===== config.mk =====
export PLATFORM = sky130hd
export DESIGN_NAME = pkt_parser
export DESIGN_NICKNAME = d
export VERILOG_FILES = /design/src/rtl/pkt_pkg.sv /design/src/rtl/pkt_timeout.sv /design/src/rtl/pkt_parser.sv
export SDC_FILE = /design/constraint.sdc
export NUM_CORES = 1
export LEC_CHECK = 0
export ABC_CLOCK_PERIOD_IN_PS = 2700
export CORE_MARGIN = 8
export CORE_UTILIZATION = 45
export DETAILED_ROUTE_END_ITERATION = 6
export PLACE_DENSITY_LB_ADDON = 0.12
export SETUP_SLACK_MARGIN = 0.3
export SLEW_MARGIN = 10
export SYNTH_ARGS = -nofsm -noshare
export SYNTH_HDL_FRONTEND = slang
export SYNTH_HIERARCHICAL = 1
export SYNTH_SLANG_ARGS = --single-unit

===== constraint.sdc =====
create_clock -name clk -period 2.7 [get_ports clk]
set_input_delay 0.54 -clock clk [delete_from_list [all_inputs] [get_ports clk]]
set_output_delay 0.54 -clock clk [all_outputs]
set_load 0.03 [all_outputs]

===== src/rtl/pkt_pkg.sv =====
// Shared definitions for the packet parser.
//   SofByte     : start-of-frame marker
//   state_e     : parser FSM states
//   frame_bytes : total frame length (SOF + veh + prev + payload + checksum)
package pkt_pkg;

  localparam logic [7:0] SofByte = 8'hA5;

  typedef enum logic [1:0] {
    StIdle,
    StCollect,
    StHold
  } state_e;

  function automatic int unsigned frame_bytes(input int unsigned data_w);
    return data_w / 8 + 4;
  endfunction

endpackage


===== src/rtl/pkt_timeout.sv =====
// Inter-byte idle counter.
//   clk, rst_n : clock, async active-low reset
//   clear      : restart the count (byte accepted or not collecting)
//   enable     : an idle cycle inside a frame
//   expire     : this idle cycle is the TIMEOUT-th one in a row
module pkt_timeout #(
  parameter int unsigned TIMEOUT = 255
) (
  input  logic clk,
  input  logic rst_n,
  input  logic clear,
  input  logic enable,
  output logic expire
);

  localparam int unsigned CntW = $clog2(TIMEOUT + 1);

  logic [CntW-1:0] cnt_q;

  // Fires on the idle cycle that would bring the count to TIMEOUT.
  assign expire = enable && (cnt_q == CntW'(TIMEOUT - 1));

  always_ff @(posedge clk or negedge rst_n) begin
    if (!rst_n) begin
      cnt_q <= '0;
    end else if (clear) begin
      cnt_q <= '0;
    end else if (enable && !expire) begin
      cnt_q <= cnt_q + 1'b1;
    end
  end

endmodule


===== src/rtl/pkt_parser.sv =====
// Byte-stream frame parser: hunts SOF, assembles a frame, checks the XOR checksum,
// filters on vehicle IDs, flags kill frames and presents the payload on valid/ready.
//   clk, rst_n        : clock, async active-low reset
//   veh_id, prev_id   : local IDs, static during a frame
//   rx_byte/valid/ready : input byte stream
//   data, kill, data_valid, data_ready : decoded output with backpressure
//   frame_drop        : 1-cycle pulse on checksum error or inter-byte timeout
//   err_cnt           : saturating count of frame_drop events
module pkt_parser
  import pkt_pkg::*;
#(
  parameter int unsigned DATA_W     = 16,
  parameter int unsigned TIMEOUT    = 255,
  parameter bit          MATCH_PREV = 1'b1,
  parameter int unsigned ERR_W      = 16
) (
  input  logic              clk,
  input  logic              rst_n,
  input  logic [7:0]        veh_id,
  input  logic [7:0]        prev_id,
  input  logic [7:0]        rx_byte,
  input  logic              rx_valid,
  output logic              rx_ready,
  output logic [DATA_W-1:0] data,
  output logic              data_valid,
  input  logic              data_ready,
  output logic              kill,
  output logic              frame_drop,
  output logic [ERR_W-1:0]  err_cnt
);

  localparam int unsigned FrameBytes = frame_bytes(DATA_W);
  localparam int unsigned IdxW       = $clog2(FrameBytes);

  state_e            state_q;
  logic [IdxW-1:0]   idx_q;
  logic [7:0]        acc_q;
  logic              all_ff_q;
  logic [7:0]        veh_q;
  logic [7:0]        prev_q;
  logic [DATA_W-1:0] pay_q;
  logic [DATA_W-1:0] data_q;
  logic              kill_q;
  logic              data_valid_q;
  logic              frame_drop_q;
  logic [ERR_W-1:0]  err_q;

  logic              accept;
  logic              in_collect;
  logic              last_byte;
  logic              csum_ok;
  logic              id_ok;
  logic              to_expire;
  logic              drop_evt;
  logic [DATA_W-1:0] pay_shift;

  assign rx_ready   = (state_q != StHold);
  assign data       = data_q;
  assign data_valid = data_valid_q;
  assign kill       = kill_q;
  assign frame_drop = frame_drop_q;
  assign err_cnt    = err_q;

  always_comb begin
    accept     = rx_valid && rx_ready;
    in_collect = (state_q == StCollect);
    last_byte  = in_collect && accept && (idx_q == IdxW'(FrameBytes - 1));
    csum_ok    = (acc_q == rx_byte);
    id_ok      = (veh_q == veh_id) && (!MATCH_PREV || (prev_q == prev_id));
    // Payload arrives MSB first: shift left, new byte into the low end.
    pay_shift  = DATA_W'({pay_q, rx_byte});
    drop_evt   = (last_byte && !csum_ok) || to_expire;
  end

  pkt_timeout #(
    .TIMEOUT(TIMEOUT)
  ) u_timeout (
    .clk   (clk),
    .rst_n (rst_n),
    .clear (!in_collect || accept),
    .enable(in_collect && !accept),
    .expire(to_expire)
  );

  always_ff @(posedge clk or negedge rst_n) begin
    if (!rst_n) begin
      state_q      <= StIdle;
      idx_q        <= '0;
      acc_q        <= '0;
      all_ff_q     <= 1'b0;
      veh_q        <= '0;
      prev_q       <= '0;
      pay_q        <= '0;
      data_q       <= '0;
      kill_q       <= 1'b0;
      data_valid_q <= 1'b0;
      frame_drop_q <= 1'b0;
      err_q        <= '0;
    end else begin
      frame_drop_q <= drop_evt;
      if (drop_evt && (err_q != {ERR_W{1'b1}})) begin
        err_q <= err_q + 1'b1;
      end

      unique case (state_q)
        StIdle: begin
          if (accept && (rx_byte == SofByte)) begin
            state_q  <= StCollect;
            idx_q    <= IdxW'(1);
            acc_q    <= '0;
            all_ff_q <= 1'b1;
          end
        end

        StCollect: begin
          if (to_expire) begin
            state_q <= StIdle;
          end else if (accept) begin
            idx_q <= idx_q + 1'b1;
            if (last_byte) begin
              if (!csum_ok) begin
                state_q <= StIdle;
              end else if (all_ff_q) begin
                // Kill frames bypass the ID filter.
                state_q      <= StHold;
                data_valid_q <= 1'b1;
                kill_q       <= 1'b1;
                data_q       <= '1;
              end else if (id_ok) begin
                state_q      <= StHold;
                data_valid_q <= 1'b1;
                kill_q       <= 1'b0;
                data_q       <= pay_q;
              end else begin
                state_q <= StIdle;
              end
            end else begin
              acc_q    <= acc_q ^ rx_byte;
              all_ff_q <= all_ff_q && (rx_byte == 8'hFF);
              if (idx_q == IdxW'(1)) begin
                veh_q <= rx_byte;
              end else if (idx_q == IdxW'(2)) begin
                prev_q <= rx_byte;
              end else begin
                pay_q <= pay_shift;
              end
            end
          end
        end

        StHold: begin
          if (data_ready) begin
            state_q      <= StIdle;
            data_valid_q <= 1'b0;
            kill_q       <= 1'b0;
          end
        end

        default: state_q <= StIdle;
      endcase
    end
  end

endmodule


==> qor.log <==
INFO  power          pwr-share-clk=28.2%
INFO  yosys          portion_of_the_post_synthesis_area_used_by_sequential_elements=49.1%
INFO  global_route   wire_length_of_the_first_global_routing_pass=16,300um
INFO  drt            drt_drc_violations_left=0
INFO  final_layout   fill_cells=840
INFO  status         run_status=finished, final reports clean
INFO  yosys          ys.flop_type=sky130_fd_sc_hd__dfrtp_1
INFO  global_route   grt.overflow.total=0
INFO  cts            cts_hold_buf=0
INFO  power          swShare=31.2%
INFO  final_layout   mostFrequentLayoutCells=89 x sky130_fd_sc_hd__dfrtp_1, 61 x sky130_fd_sc_hd__clkdlybuf4s50_1, 32 x sky130_fd_sc_hd__buf_4
INFO  place          dp_cells=614
INFO  final_layout   stdcell_count=631
INFO  yosys          postSynthAreaPerCell=11.3um2
INFO  cts            clk_pin_slew=100ps
INFO  power          cellLeakagePower=2.63nW
INFO  cts            htreeDepth=3
INFO  global_route   grt_use_total=15.3%
INFO  floorplan      start_util=46.4%
INFO  setup_path     critPathLaunchType=flop
INFO  timing         rsz_0062_raised_after_global_routing=no
INFO  setup_path     timing.setup.critical_path_class=reg2reg
INFO  setup_path     cp_data_arrival_time=2580ps
INFO  drt            vias_per_cell=5.08
INFO  cts            tritoncts_num_sinks=89
INFO  setup_path     cp-startpoint=u_timeout/cnt_q[0]
INFO  drt            detailedRoute.firstIterationViolations=111
INFO  place          place_congestion=0.820
INFO  power          total_power=3.16mW
INFO  yosys          synth_fp_nets=437
INFO  timing         max_frequency=429MHz
INFO  cts            clk_latency=360ps
INFO  yosys          yosysUniqueCellTypes=54
INFO  floorplan      die-width=116um
INFO  yosys          synth-edff-count=0
INFO  power          total_internal_power=2.18mW
INFO  timing         maxSlewViolCount=0
INFO  final_layout   drive_gt1_share=21.9%
INFO  drt            detailroute.via_count=3,203
INFO  floorplan      die_height=116um
INFO  global_route   grt_pass1_vias=3,334
INFO  timing         tightestPinTransition=490ps
INFO  cts            total_clock_buffers_created_by_cts=9
INFO  place          dpl_worst_slack=-57.9ps
INFO  power          ir_drop=0.379mV
INFO  setup_path     path_max_fanout=8
INFO  yosys          synth_cells=400
INFO  drt            wire_length_per_cell_after_detailed_routing=15.5um
INFO  yosys          synth_warnings=6
INFO  hold_path      hold_path_class=in2async
INFO  cts            clock_tree_from_tritoncts=built
INFO  timing         final-setup-viol-count=0
INFO  power          pwr-share-comb=21.6%
INFO  yosys          post_synth_instance_area=4540um2
INFO  drt            totalWireLength=9800um
INFO  final_layout   diodes=0
INFO  global_route   initial_antenna_violation_count=0
INFO  yosys          postSynthRegisterBits=89
INFO  final_layout   final_common_cell=sky130_fd_sc_hd__dfrtp_1
INFO  place          place.detailed.hpwl=7280um
INFO  power          p_sw=0.987mW
INFO  place          port_buffers=63
INFO  run            timing.max_cap.violations=0
INFO  global_route   grt_max_degree=43
INFO  cts            cts_buffer_depth=2
INFO  cts            cts_root_buf=sky130_fd_sc_hd__clkbuf_8
INFO  final_layout   final_stage_net_count=530
INFO  power          seq_power_share=50.2%
INFO  floorplan      design.die.area=13,500um2
INFO  floorplan      io_count=64
INFO  drt            drt_pass1_iterations=4
INFO  setup_path     reg2reg_from=u_timeout/cnt_q[0]
INFO  yosys          asyncSetResetFlopFracSynth=100%
INFO  power          power.density=544nW/um2
INFO  timing         period_share=86.4%
INFO  floorplan      core_area=9770um2
INFO  timing         postLayoutSetupSlackWorst=368ps
INFO  timing         final.min_clock_period=2330ps
INFO  timing         worst_clock_skew=14.2ps
INFO  final_layout   area_grow_syn2layout=28.2%
INFO  floorplan      std_cell_rows=36
INFO  setup_path     crit_path_end_kind=flop
INFO  drt            route.antenna.remaining_nets=0
INFO  timing         timing.slew.headroom=67.2%
INFO  setup_path     timing.critical_path.required=2950ps
INFO  timing         report.final.hold_viol_count=0
## flip-flops by register name (all words and copies together), names as in the netlist
| signal | count |
|---|---|
| prev_q | 8 |
| pay_q | 16 |
| veh_q | 8 |
| state_q | 2 |
| err_cnt | 16 |
| idx_q | 3 |
| kill | 1 |
| acc_q | 8 |
| u_timeout/cnt_q | 8 |
| data | 16 |
| data_valid | 1 |
| frame_drop | 1 |
| all_ff_q | 1 |
## critical path, cell delays in order, from the launching register on
cell and delay, ps:
sky130_fd_sc_hd__dfrtp_1 380, sky130_fd_sc_hd__inv_1 60, sky130_fd_sc_hd__ha_1 240, sky130_fd_sc_hd__and4_4 220, sky130_fd_sc_hd__and3_4 180, sky130_fd_sc_hd__nand2b_4 130
sky130_fd_sc_hd__or4b_1 520, sky130_fd_sc_hd__buf_4 200, sky130_fd_sc_hd__mux2_4 300
## per-layer routing
layer  GRT usage [%]  vias up  wire length (um)
met3            3.93        4               524
li1                -     1576                 -
met2            25.2       59              4600
met1            19.7     1564              4620
met4            3.89        0                54
met5               0        -                 0
## cell type report
class,instances,area (um2),area share (%)
Clock buffer,9,124,2.13
Inverter,25,96.3,1.66
Tap cell,133,166,2.86
Clock inverter,7,72.6,1.25
Timing Repair Buffer,97,923,15.9
Sequential cell,89,2230,38.3
Multi-Input combinational cell,271,2200,37.9
## power groups by stage
stage	clock, mW	sequential [mW]	combinational [mW]
global route	0.979	1.61	0.759
CTS	0.923	1.59	0.690
detailed placement	0	1.62	0.688
floorplan	0	1.60	0.421
finish	0.892	1.59	0.685
global placement	0	1.61	0.677
## metrics by stage
stage | hold slack (ps) | instance area (um2) | util, % | TNS, ps
2_1_floorplan | 244 | 4630 | - | 0
3_3_place_gp | 470 | 5580 | 57.1 | -47.8
3_5_place_dp | 478 | 5580 | 57.1 | -251
4_1_cts | 82.5 | 5780 | 59.1 | 0
5_1_grt | 95.7 | 5810 | 59.5 | 0
6_report | 88.0 | 5810 | 59.5 | 0
## synth_stat cells (5+ instances only)
library cell               instances  area (um2)
sky130_fd_sc_hd__and3_1           10        62.6
sky130_fd_sc_hd__nor4_4            5         106
sky130_fd_sc_hd__nand4_1           5        31.3
sky130_fd_sc_hd__inv_1            25        93.8
sky130_fd_sc_hd__nor2b_1          17         106
sky130_fd_sc_hd__mux2i_1          17         170
sky130_fd_sc_hd__o21ai_0          10        50.1
sky130_fd_sc_hd__mux2_1            6        67.6
sky130_fd_sc_hd__dfrtp_1          89        2230
sky130_fd_sc_hd__mux2_2           29         327
sky130_fd_sc_hd__clkbuf_1          9        33.8
sky130_fd_sc_hd__ha_1              9         113
sky130_fd_sc_hd__nand3_1          17        85.1
sky130_fd_sc_hd__nand2_1          17        63.8
sky130_fd_sc_hd__xor2_1           20         175
sky130_fd_sc_hd__nor2_1           22        82.6
sky130_fd_sc_hd__xnor2_1          15         131
sky130_fd_sc_hd__a21oi_1          16        80.1
## final timing paths
| path | end | slack, ps | depth (start not counted) |
|---|---|---|---|
| setup / recovery | veh_q[0] | 370 | 8 |
| hold / removal | prev_q[6] | 90 | 1 |
| setup reg to reg | veh_q[0] | 370 | 8 |
| hold reg to reg | err_cnt[12] | 500 | 1 |
| max in group asynchronous | pay_q[3] | 1990 | 2 |
| min in group clk | err_cnt[12] | 500 | 1 |
## repair_timing
item | in CTS | in global routing
resized for setup | 0 | 5
setup endpoints to repair | 0 | 26
endpoints found under the hold margin | 0 | 0
buffers inserted | 0 | 1
## logic make-up (layout without fill, tap and decap cells)
| kind of cell | Yosys count | count (layout) | share of synthesized area [%] |
|---|---|---|---|
| multiplexers | 54 | 54 | 13.1 |
| AND/OR/NAND/NOR | 125 | 125 | 17.5 |
| flip-flops | 89 | 89 | 49.1 |
| adder cells (fa/ha/maj) | 9 | 9 | 2.48 |
| buffers and inverters | 40 | 138 | 4.00 |
| AO/OA/AOI/OAI | 48 | 48 | 7.09 |
| XOR/XNOR | 35 | 35 | 6.76 |
Power figures use the tool's default switching activity.
